`src/rtl/bids22_round_ctrl.sv`:
```
// ----------------------------------------------------------------------------
// bids22_round_ctrl
//
// Host-side sequencer for the bids22 auction engine. Takes one round
// descriptor over a valid/ready handshake, walks the engine through its
// configuration commands (X/Y/Z balances, mask, lockout timer, bid cost),
// locks it, holds C_start for the programmed round length, waits for the
// roundOver strobe, unlocks, and offers the captured result over a second
// valid/ready handshake. This block is the sole master of the engine's
// command bus.
//
// Ports
//   clk, reset_n              clock (rising edge), async active-low reset
//   cfg_valid / cfg_ready     round descriptor handshake (ready only in IDLE)
//   cfg_xval/yval/zval        X/Y/Z balances
//   cfg_mask                  bidder enable mask
//   cfg_cost                  bid charge
//   cfg_round_len             cycles C_start is held (0 treated as 1)
//   C_op, C_data, C_start     registered engine command bus
//   ready, err                engine handshake and error code
//   roundOver, maxBid,        engine result strobe and result fields
//   X_win, Y_win, Z_win
//   res_valid / res_ready     result handshake
//   res_maxbid, res_winner,   captured result (winner 0 none, 1 X, 2 Y, 3 Z;
//   res_err                   err 3'b111 means roundOver timeout)
//   busy                      high whenever a round is in progress
// ----------------------------------------------------------------------------
module bids22_round_ctrl #(
   parameter logic [31:0] KEY           = 32'h0F0F0F0F,
   parameter logic [31:0] LOCKOUT_TIMER = 32'h0000000F,
   parameter int unsigned ROVER_TIMEOUT = 8
) (
   input  logic        clk,
   input  logic        reset_n,
   input  logic        cfg_valid,
   output logic        cfg_ready,
   input  logic [31:0] cfg_xval,
   input  logic [31:0] cfg_yval,
   input  logic [31:0] cfg_zval,
   input  logic [2:0]  cfg_mask,
   input  logic [31:0] cfg_cost,
   input  logic [15:0] cfg_round_len,
   output logic [3:0]  C_op,
   output logic [31:0] C_data,
   output logic        C_start,
   input  logic        ready,
   input  logic [2:0]  err,
   input  logic        roundOver,
   input  logic [31:0] maxBid,
   input  logic        X_win,
   input  logic        Y_win,
   input  logic        Z_win,
   output logic        res_valid,
   input  logic        res_ready,
   output logic [31:0] res_maxbid,
   output logic [1:0]  res_winner,
   output logic [2:0]  res_err,
   output logic        busy
);

   // Engine opcodes
   localparam logic [3:0] OP_NOOP   = 4'd0;
   localparam logic [3:0] OP_UNLOCK = 4'd1;
   localparam logic [3:0] OP_LOCK   = 4'd2;
   localparam logic [3:0] OP_LOADX  = 4'd3;
   localparam logic [3:0] OP_LOADY  = 4'd4;
   localparam logic [3:0] OP_LOADZ  = 4'd5;
   localparam logic [3:0] OP_MASK   = 4'd6;
   localparam logic [3:0] OP_TIMER  = 4'd7;
   localparam logic [3:0] OP_COST   = 4'd8;

   // Sequencer states
   localparam logic [3:0] S_IDLE   = 4'd0;
   localparam logic [3:0] S_LDX    = 4'd1;
   localparam logic [3:0] S_LDY    = 4'd2;
   localparam logic [3:0] S_LDZ    = 4'd3;
   localparam logic [3:0] S_MSK    = 4'd4;
   localparam logic [3:0] S_TMR    = 4'd5;
   localparam logic [3:0] S_CST    = 4'd6;
   localparam logic [3:0] S_LCK    = 4'd7;
   localparam logic [3:0] S_RUN    = 4'd8;
   localparam logic [3:0] S_CLOSE  = 4'd9;
   localparam logic [3:0] S_UNLK   = 4'd10;
   localparam logic [3:0] S_RESULT = 4'd11;

   // Last CLOSE cycle index on which roundOver is still accepted
   localparam logic [7:0] TO_LAST = 8'(ROVER_TIMEOUT - 1);

   logic [3:0]  state;
   logic [3:0]  nxt_state;

   logic [31:0] x_q;
   logic [31:0] y_q;
   logic [31:0] z_q;
   logic [2:0]  mask_q;
   logic [31:0] cost_q;
   logic [15:0] len_q;

   logic [15:0] run_cnt;
   logic [7:0]  to_cnt;

   logic        cfg_stage;
   logic        cfg_fail;
   logic        rover_timeout;
   logic [31:0] x_nxt;

   logic [3:0]  op_d;
   logic [31:0] data_d;
   logic        start_d;

   // Priority X > Y > Z; no flag set means no winner.
   function automatic logic [1:0] pick_winner(input logic xw, input logic yw, input logic zw);
      if (xw)      return 2'd1;
      else if (yw) return 2'd2;
      else if (zw) return 2'd3;
      else         return 2'd0;
   endfunction

   assign cfg_stage = (state == S_LDX) || (state == S_LDY) || (state == S_LDZ) ||
                      (state == S_MSK) || (state == S_TMR) || (state == S_CST);
   assign cfg_fail      = cfg_stage && ready && (err != 3'b000);
   assign rover_timeout = (state == S_CLOSE) && !roundOver && (to_cnt == TO_LAST);

   // LDX is only entered straight from IDLE, on the same edge that latches the
   // descriptor, so its bus value must come from the live input that cycle.
   assign x_nxt = (state == S_IDLE) ? cfg_xval : x_q;

   assign cfg_ready = reset_n && (state == S_IDLE);
   assign busy      = (state != S_IDLE);
   assign res_valid = (state == S_RESULT);

   always_comb begin
      nxt_state = state;
      case (state)
         S_IDLE:   if (cfg_valid) nxt_state = S_LDX;
         S_LDX:    if (ready) nxt_state = S_LDY;
         S_LDY:    if (ready) nxt_state = S_LDZ;
         S_LDZ:    if (ready) nxt_state = S_MSK;
         S_MSK:    if (ready) nxt_state = S_TMR;
         S_TMR:    if (ready) nxt_state = S_CST;
         S_CST:    if (ready) nxt_state = S_LCK;
         S_LCK:    if (ready) nxt_state = S_RUN;
         S_RUN:    if (run_cnt <= 16'd1) nxt_state = S_CLOSE;
         S_CLOSE:  if (roundOver || (to_cnt == TO_LAST)) nxt_state = S_UNLK;
         S_UNLK:   nxt_state = S_RESULT;
         S_RESULT: if (res_ready) nxt_state = S_IDLE;
         default:  nxt_state = S_IDLE;
      endcase
      // A config error skips Lock entirely, leaving the engine unlocked.
      if (cfg_fail) nxt_state = S_RESULT;
   end

   // The bus registers are loaded from the state being entered, so what the
   // engine sees on any cycle is a pure function of the current state.
   always_comb begin
      op_d    = OP_NOOP;
      data_d  = '0;
      start_d = 1'b0;
      case (nxt_state)
         S_LDX:   begin op_d = OP_LOADX;  data_d = x_nxt;              end
         S_LDY:   begin op_d = OP_LOADY;  data_d = y_q;                end
         S_LDZ:   begin op_d = OP_LOADZ;  data_d = z_q;                end
         S_MSK:   begin op_d = OP_MASK;   data_d = {29'b0, mask_q};    end
         S_TMR:   begin op_d = OP_TIMER;  data_d = LOCKOUT_TIMER;      end
         S_CST:   begin op_d = OP_COST;   data_d = cost_q;             end
         S_LCK:   begin op_d = OP_LOCK;   data_d = KEY;                end
         S_RUN:   start_d = 1'b1;
         S_UNLK:  begin op_d = OP_UNLOCK; data_d = KEY;                end
         default: ;
      endcase
   end

   always_ff @(posedge clk or negedge reset_n) begin
      if (!reset_n) begin
         state      <= S_IDLE;
         C_op       <= OP_NOOP;
         C_data     <= '0;
         C_start    <= 1'b0;
         x_q        <= '0;
         y_q        <= '0;
         z_q        <= '0;
         mask_q     <= '0;
         cost_q     <= '0;
         len_q      <= '0;
         run_cnt    <= '0;
         to_cnt     <= '0;
         res_maxbid <= '0;
         res_winner <= '0;
         res_err    <= '0;
      end else begin
         state   <= nxt_state;
         C_op    <= op_d;
         C_data  <= data_d;
         C_start <= start_d;

         if ((state == S_IDLE) && cfg_valid) begin
            x_q    <= cfg_xval;
            y_q    <= cfg_yval;
            z_q    <= cfg_zval;
            mask_q <= cfg_mask;
            cost_q <= cfg_cost;
            len_q  <= cfg_round_len;
         end

         // Reloaded on every LCK cycle; the value from the advancing cycle is
         // the one RUN starts with. A zero length still runs one cycle.
         if (state == S_LCK)
            run_cnt <= (len_q == 16'd0) ? 16'd1 : len_q;
         else if (state == S_RUN)
            run_cnt <= run_cnt - 16'd1;

         if (state == S_CLOSE)
            to_cnt <= to_cnt + 8'd1;
         else
            to_cnt <= '0;

         if (cfg_fail) begin
            res_err    <= err;
            res_winner <= 2'd0;
            res_maxbid <= '0;
         end else if ((state == S_CLOSE) && roundOver) begin
            res_maxbid <= maxBid;
            res_err    <= err;
            res_winner <= pick_winner(X_win, Y_win, Z_win);
         end else if (rover_timeout) begin
            res_err    <= 3'b111;
            res_winner <= 2'd0;
            res_maxbid <= '0;
         end
      end
   end

endmodule

```
`config.mk`:
```
export PLATFORM = sky130hd
export DESIGN_NAME = bids22_round_ctrl
export DESIGN_NICKNAME = d
export VERILOG_FILES = /design/src/rtl/bids22_round_ctrl.sv
export SDC_FILE = /design/constraint.sdc
export NUM_CORES = 1
export LEC_CHECK = 0
export ABC_AREA = 1
export CAP_MARGIN = 40
export CORE_MARGIN = 2
export CORE_UTILIZATION = 50
export DETAILED_ROUTE_END_ITERATION = 8
export HOLD_SLACK_MARGIN = 0.03
export PLACE_DENSITY = 0.9
export SLEW_MARGIN = 20
export SYNTH_ARGS = -nofsm -noshare
export SYNTH_HDL_FRONTEND = slang
export SYNTH_SLANG_ARGS = --single-unit
```
`constraint.sdc`:
```
create_clock -name clk -period 2.1 [get_ports clk]
set_clock_uncertainty 0.05 [all_clocks]
set_input_delay 0.21 -clock clk [delete_from_list [all_inputs] [get_ports clk]]
set_output_delay 0.21 -clock clk [all_outputs]
set_load 0.01 [all_outputs]
```
==> After elaboration in Yosys (flattened, before gate mapping) <==
Cells that the tools add are included.
Widths: inputs -> output; s select.
{ "classes": {"addsub": 2, "magnitude_cmp": 1, "n_eq_ne": 21, "muxes": 33, "reduce_logical": 21} }
{ "ops": {"columns": ["op", "n"], "rows": [
  ["$pmux 32 s7", 1],
  ["$mux 32", 4],
  ["$mux 16", 3],
  ["$mux 4", 12],
  ["$pmux 4 s12", 1],
  ["$eq 4x3->1 const B", 8],
  ["$pmux 4 s8", 1],
  ["$eq 4x4->1 const B", 6],
  ["$eq 4x2->1 const B", 4],
  ["$le 16x1->1 const B", 1],
  ["$logic_not 16->1", 1],
  ["$sub 16x1->16 const B", 1],
  ["$mux 2", 6],
  ["$mux 3", 3],
  ["$add 8x1->8 const B", 1],
  ["$eq 4x1->1 const B", 2],
  ["$eq 8x3->1 const B", 1],
  ["$mux 8", 1],
  ["$logic_and 1x1->1", 7],
  ["$logic_or 1x1->1", 6],
  ["$reduce_bool 3->1", 2],
  ["$logic_not 4->1", 1],
  ["$reduce_bool 4->1", 1],
  ["$reduce_bool 2->1", 1],
  ["other kinds (3)", 3]
]} }
{ "word_totals": {"regBits": 249, "in_bits": 191, "output_inout_bits": 77} }

==> Logic depth before layout (Yosys ltp) <==
{ "logic_depth": {"ltp_word": 12, "mapped_depth": 15, "ltp_nobuf": 14} }

==> Least setup slack after synthesis <==
No wires, ideal clock.
{ "synth_path": {"path_type": "register -> register", "startpoint": "register run_cnt[0]", "endpoint": "register C_data[11]", "setup_ps": 119, "arrival_time_ps": 1677, "t_required_ps": 1931, "slack_ps": 254, "path_stages_with_launch": 14, "n_path_buf": 1, "synth_period_minus_slack_ps": 1846, "cell_sequence": "dfrtp_1 -> inv_1 -> ha_1 -> inv_1 -> nand2_1 -> nand3_1 -> nor2_1 -> nand3_1 -> nand4_2 -> nand3_2 -> nand2_1 -> buf_4 -> a21oi_1 -> nand2_1"} }
{ "synth_via": {"elab_chain_len": 7, "elab_cells_between_ends": 14, "classes_between": "1 x order compare; 8 x eq/ne; 4 x mux; 1 x reduce/logical"} }
{ "synth_rtl": {"columns": ["element", "line_no", "source"], "rows": [
  ["start, declared", "99", "logic [15:0] run_cnt;"],
  ["start signal, assigned", "208", "run_cnt <= (len_q == 16'd0) ? 16'd1 : len_q;"],
  ["start signal, assigned", "210", "run_cnt <= run_cnt - 16'd1;"],
  ["$le 16x1->1 *", "143", "S_RUN: if (run_cnt <= 16'd1) nxt_state = S_CLOSE;"],
  ["$mux 4 *", "143", null],
  ["$pmux 4 s12 *", "134", "case (state)"],
  ["$mux 4 *", "150", "if (cfg_fail) nxt_state = S_RESULT;"],
  ["$eq 4x4->1 / $eq 4x3->1 (equally long branches)", "159", "case (nxt_state)"],
  ["$reduce_or 2->1 (no source line)", null, null],
  ["$pmux 32 s7 *", "159", null],
  ["named net data_d[11]", "108", "logic [31:0] data_d;"],
  ["end signal, assigned", "193", "C_data <= data_d;"],
  ["end, declared", "44", "output logic [31:0] C_data,"]
]} }
Mark *: on every way through the listed nets, which the timed path passes. The rest lies on a longest branch.
A chain may end at the register's enable or synchronous reset.

==> Final worst setup path <==
{ "layout_path": {"startpoint": "register state[0]", "endpoint": "register C_data[0]"} }
{ "layout_via": {"elab_chain_len": 12, "elab_cells_between_ends": 43, "classes_between": "19 x eq/ne; 15 x mux; 9 x reduce/logical"} }
{ "layout_rtl": {"columns": ["element", "line_no", "source"], "rows": [
  ["start, declared", "89", "logic [3:0] state;"],
  ["start signal, assigned", "191", "state <= nxt_state;"],
  ["$eq 4x1->1 / $eq 4x2->1 (equally long branches)", "119, 134", null],
  ["$logic_or 1x1->1 (3 in series)", "119", "assign cfg_stage = (state == S_LDX) || (state == S_LDY) || (state == S_LDZ) ||"],
  ["$logic_or 1x1->1 (2 in series)", "120", "(state == S_MSK) || (state == S_TMR) || (state == S_CST);"],
  ["$logic_and 1x1->1 (2 in series)", "121", "assign cfg_fail = cfg_stage && ready && (err != 3'b000);"],
  ["$mux 4", "150", null],
  ["$eq 4x4->1 / $eq 4x3->1 (equally long branches)", "159", null],
  ["$reduce_or 2->1 (no source line)", null, null],
  ["$pmux 32 s7 *", "159", null],
  ["named net data_d[0]", "108", null]
]} }
Marked as above.

==> flow_metrics.tcl <==
set metrics [dict create \
    status "finished, violations left" \
    violations "setup timing" \
    hp-class "in2reg" \
    grt_start_max_net_pins 187 \
    ir_drop_v 0.000982 \
    postLayoutSetupSlackWorst_ns -0.0836 \
    clock.fmax_mhz 458 \
    worstSkewPairLatency_ns 0.54 \
    max_slew_margin 0.341 \
    cp.arrival_ns 2.56 \
    start_util 0.514 \
    avgRoutedWirePerCell_um 20.6 \
    r2r_cells 12 \
    routed_wl_mm 40.1 \
    setup_viol 16 \
    synth-seq-area-share 0.552 \
    seq_power_share 0.318 \
    via_count 11400 \
    final_nets 1835 \
    slew_violations 0 \
    numPortBuffers 267 \
    maxCapViolations 0 \
    core_mm2 0.0220 \
    dp_cells 1869 \
    clkTransAtPathRegs_ns 0.07 \
    drt_iter0_drc 1535 \
    ios 268 \
    hold_path_depth 3 \
    hold_start "cfg_cost[16]" \
    worst_pin_slew_ns 0.989 \
    synth_nets 1518 \
    hold_viol_final 0 \
    min_to "cost_q[16]$_DFFE_PN0P_" \
    worstPathMaxFanout 8 \
    cp_data_required_time_ns 2.48 \
    route.detailed.drc 0 \
    stdcell_count 1943 \
    place_congestion 0.937 \
    tritoncts "done" \
    tns_ns -0.525 \
    synth.distinct_cells 40 \
    placementRows 54 \
    die_h_um 154 \
    preCtsSetupSlack_ns -0.145 \
    r2r_start "state[0]$_DFF_PN0_" \
    pwr_density_cell_mw_per_mm2 1570 \
    fin_crit_ns 2.18 \
    n_fill_cell 1353 \
    p_sw_uw 10200 \
    fp.dieW_um 154 \
    numCtsBuffers 28 \
    htreeDepth 1 \
    startpoint_type "register" \
    first_pass_iters 6 \
    cts_root_buf "clkbuf_16" \
    intPower_uw 15300 \
    synth.avg_cell_area_um2 8.53 \
    rsz0062_at_grt "yes" \
    clockBufferDepth 3 \
    power_frac_comb 0.481 \
    synth-async-reset-ratio 1.00 \
    crit_path_end_kind "register" \
    fin_crit_sh 1.04 \
    syn-cell-area_mm2 0.0113 \
    final_common_cell "nand2_1" \
    die_area_mm2 0.0238 \
    synthCells 1324 \
    r2r_end "C_data[0]$_DFF_PN0_" \
    leakage_uw 0.00800 \
    clock_power_share 0.201 \
    grt_pass1_vias 10700 \
    clkSinkCount 249 \
    gr-usage-all-layers 0.297 \
    overflow 0 \
    final_cell_mix "nand2_1 (525), clkdlybuf4s50_1 (263), dfrtp_1 (246)" \
    syn_to_final_growth_pct 43.7 \
    crit_type "reg2reg" \
    drive_gt1_frac 0.146 \
    ys_warn_count 0 \
    ys.flop_type "dfrtp_1" \
    synth-seq-cells 249 \
    antenna_found_initial 1 \
    r2r_slack_ns -0.08 \
    ant_nets 0 \
    p_total_uw 25500 \
    switching_share 0.399 \
    synth_edf_count 0 \
    dp_hpwl_mm 24.6 \
    avgViaCountPerCell 5.89 \
    grt_pass1_wl_mm 56.4 \
]
## cell usage after synthesis, types with 2 or more instances
master / instances / area [µm²]
nand2_1: 544 / 2040
dfrtp_1: 249 / 6230
inv_1: 86 / 323
nand4_1: 70 / 438
nor2_1: 61 / 229
o21ai_0: 52 / 260
clkbuf_1: 35 / 131
nand3_1: 35 / 175
a22o_1: 34 / 298
mux2_2: 32 / 360
buf_2: 29 / 145
a21oi_1: 26 / 130
o21ai_1: 11 / 55.1
inv_2: 10 / 37.5
buf_4: 4 / 30.0
nor2_4: 4 / 45.0
nor3_1: 4 / 20.0
nor4_1: 4 / 25.0
ha_1: 3 / 37.5
nand3_2: 3 / 30.0
nor2_2: 3 / 18.8
a221o_1: 2 / 20.0
a31oi_1: 2 / 12.5
clkinv_1: 2 / 7.51
nand3_4: 2 / 35.0
nor3b_1: 2 / 15.0
o211ai_1: 2 / 15.0
## stage by stage
stage | utilization | hold slack (ns) | instance area [µm²]
after floorplan | - | -0.136 | 11300
after global placement | 0.668 | -0.0283 | 14700
after detailed placement | 0.668 | -0.0310 | 14700
after CTS | 0.716 | 0.154 | 15700
after global routing | 0.739 | 0.162 | 16200
final | 0.739 | 0.157 | 16200
## state kept, by name (all words and copies together) (netlist names)
| signal | flops |
|---|---|
| C_data | 32 |
| cost_q | 32 |
| res_maxbid | 32 |
| x_q | 32 |
| y_q | 32 |
| z_q | 32 |
| len_q | 16 |
| run_cnt | 16 |
| to_cnt | 8 |
| C_op | 4 |
| state | 4 |
| mask_q | 3 |
| res_err | 3 |
| res_winner | 2 |
| C_start | 1 |
## kinds of logic (layout without fill, tap and decap cells)
kind of cell	count (synthesis)	count (layout)	share of synthesized area
AND/OR/NAND/NOR	734	734	0.275
AO/OA/AOI/OAI	137	137	0.0758
adder cells (fa/ha/maj)	3	3	0.00333
XOR/XNOR	1	1	0.000776
multiplexers	32	32	0.0319
flip-flops	249	249	0.552
buffers and inverters	168	506	0.0611
other	0	1	0
## metal layers
metal,vias up,track usage,share of wire
met4,0,0.123,0.056
met1,5449,0.398,0.38
met5,-,0,0
li1,4936,-,-
met3,191,0.0518,0.10
met2,869,0.484,0.47
## worst max-delay path: stages (launching register included)
cell and delay, ns:
dfrtp_2 0.48, buf_6 0.14, nand2_1 0.05, nand3_1 0.15, nand2_2 0.09, nor2_4 0.16, buf_6 0.12, nand4_4 0.13
nand3_2 0.16, nand3_2 0.11, buf_4 0.16, nor2_1 0.16, nand2_1 0.09
## worst max-delay path by stage
stage                                 to              startpoint
CTS                 C_data[26]$_DFF_PN0_      state[2]$_DFF_PN0_
global route        C_data[16]$_DFF_PN0_      state[0]$_DFF_PN0_
floorplan           C_data[11]$_DFF_PN0_  run_cnt[0]$_DFFE_PN0P_
global placement    C_data[27]$_DFF_PN0_                   ready
detailed placement  C_data[27]$_DFF_PN0_                   ready
finish               C_data[0]$_DFF_PN0_      state[0]$_DFF_PN0_
## what timing repair did
item                       4_1_cts  5_1_grt
setup buffers                    2       13
setup endpoints to repair        5       64
pin swaps                        1       27
hold buffers                     2        0
gates resized for setup         17       73
hold endpoints to repair       249        0
gates cloned                     0        5
## layout make-up
type	count	area (µm²)	area share
multi-input combinational	907	4600	0.283
clock inverter	12	171	0.0106
sequential	249	6230	0.384
tap	280	350	0.0216
timing repair buffer	357	3700	0.228
inverter	98	378	0.0233
antenna	1	2.50	0.000154
clock buffer	39	783	0.0483
## power groups by stage
stage          combinational, µW  sequential (µW)  clock (µW)
2_1_floorplan               5600             7790           0
3_5_place_dp                9990             7940           0
3_3_place_gp                9600             7900           0
5_1_grt                    13000             8230        5340
6_report                   12300             8110        5140
4_1_cts                    10300             7940        5100
Note: power is estimated with default switching activity, not from simulation.
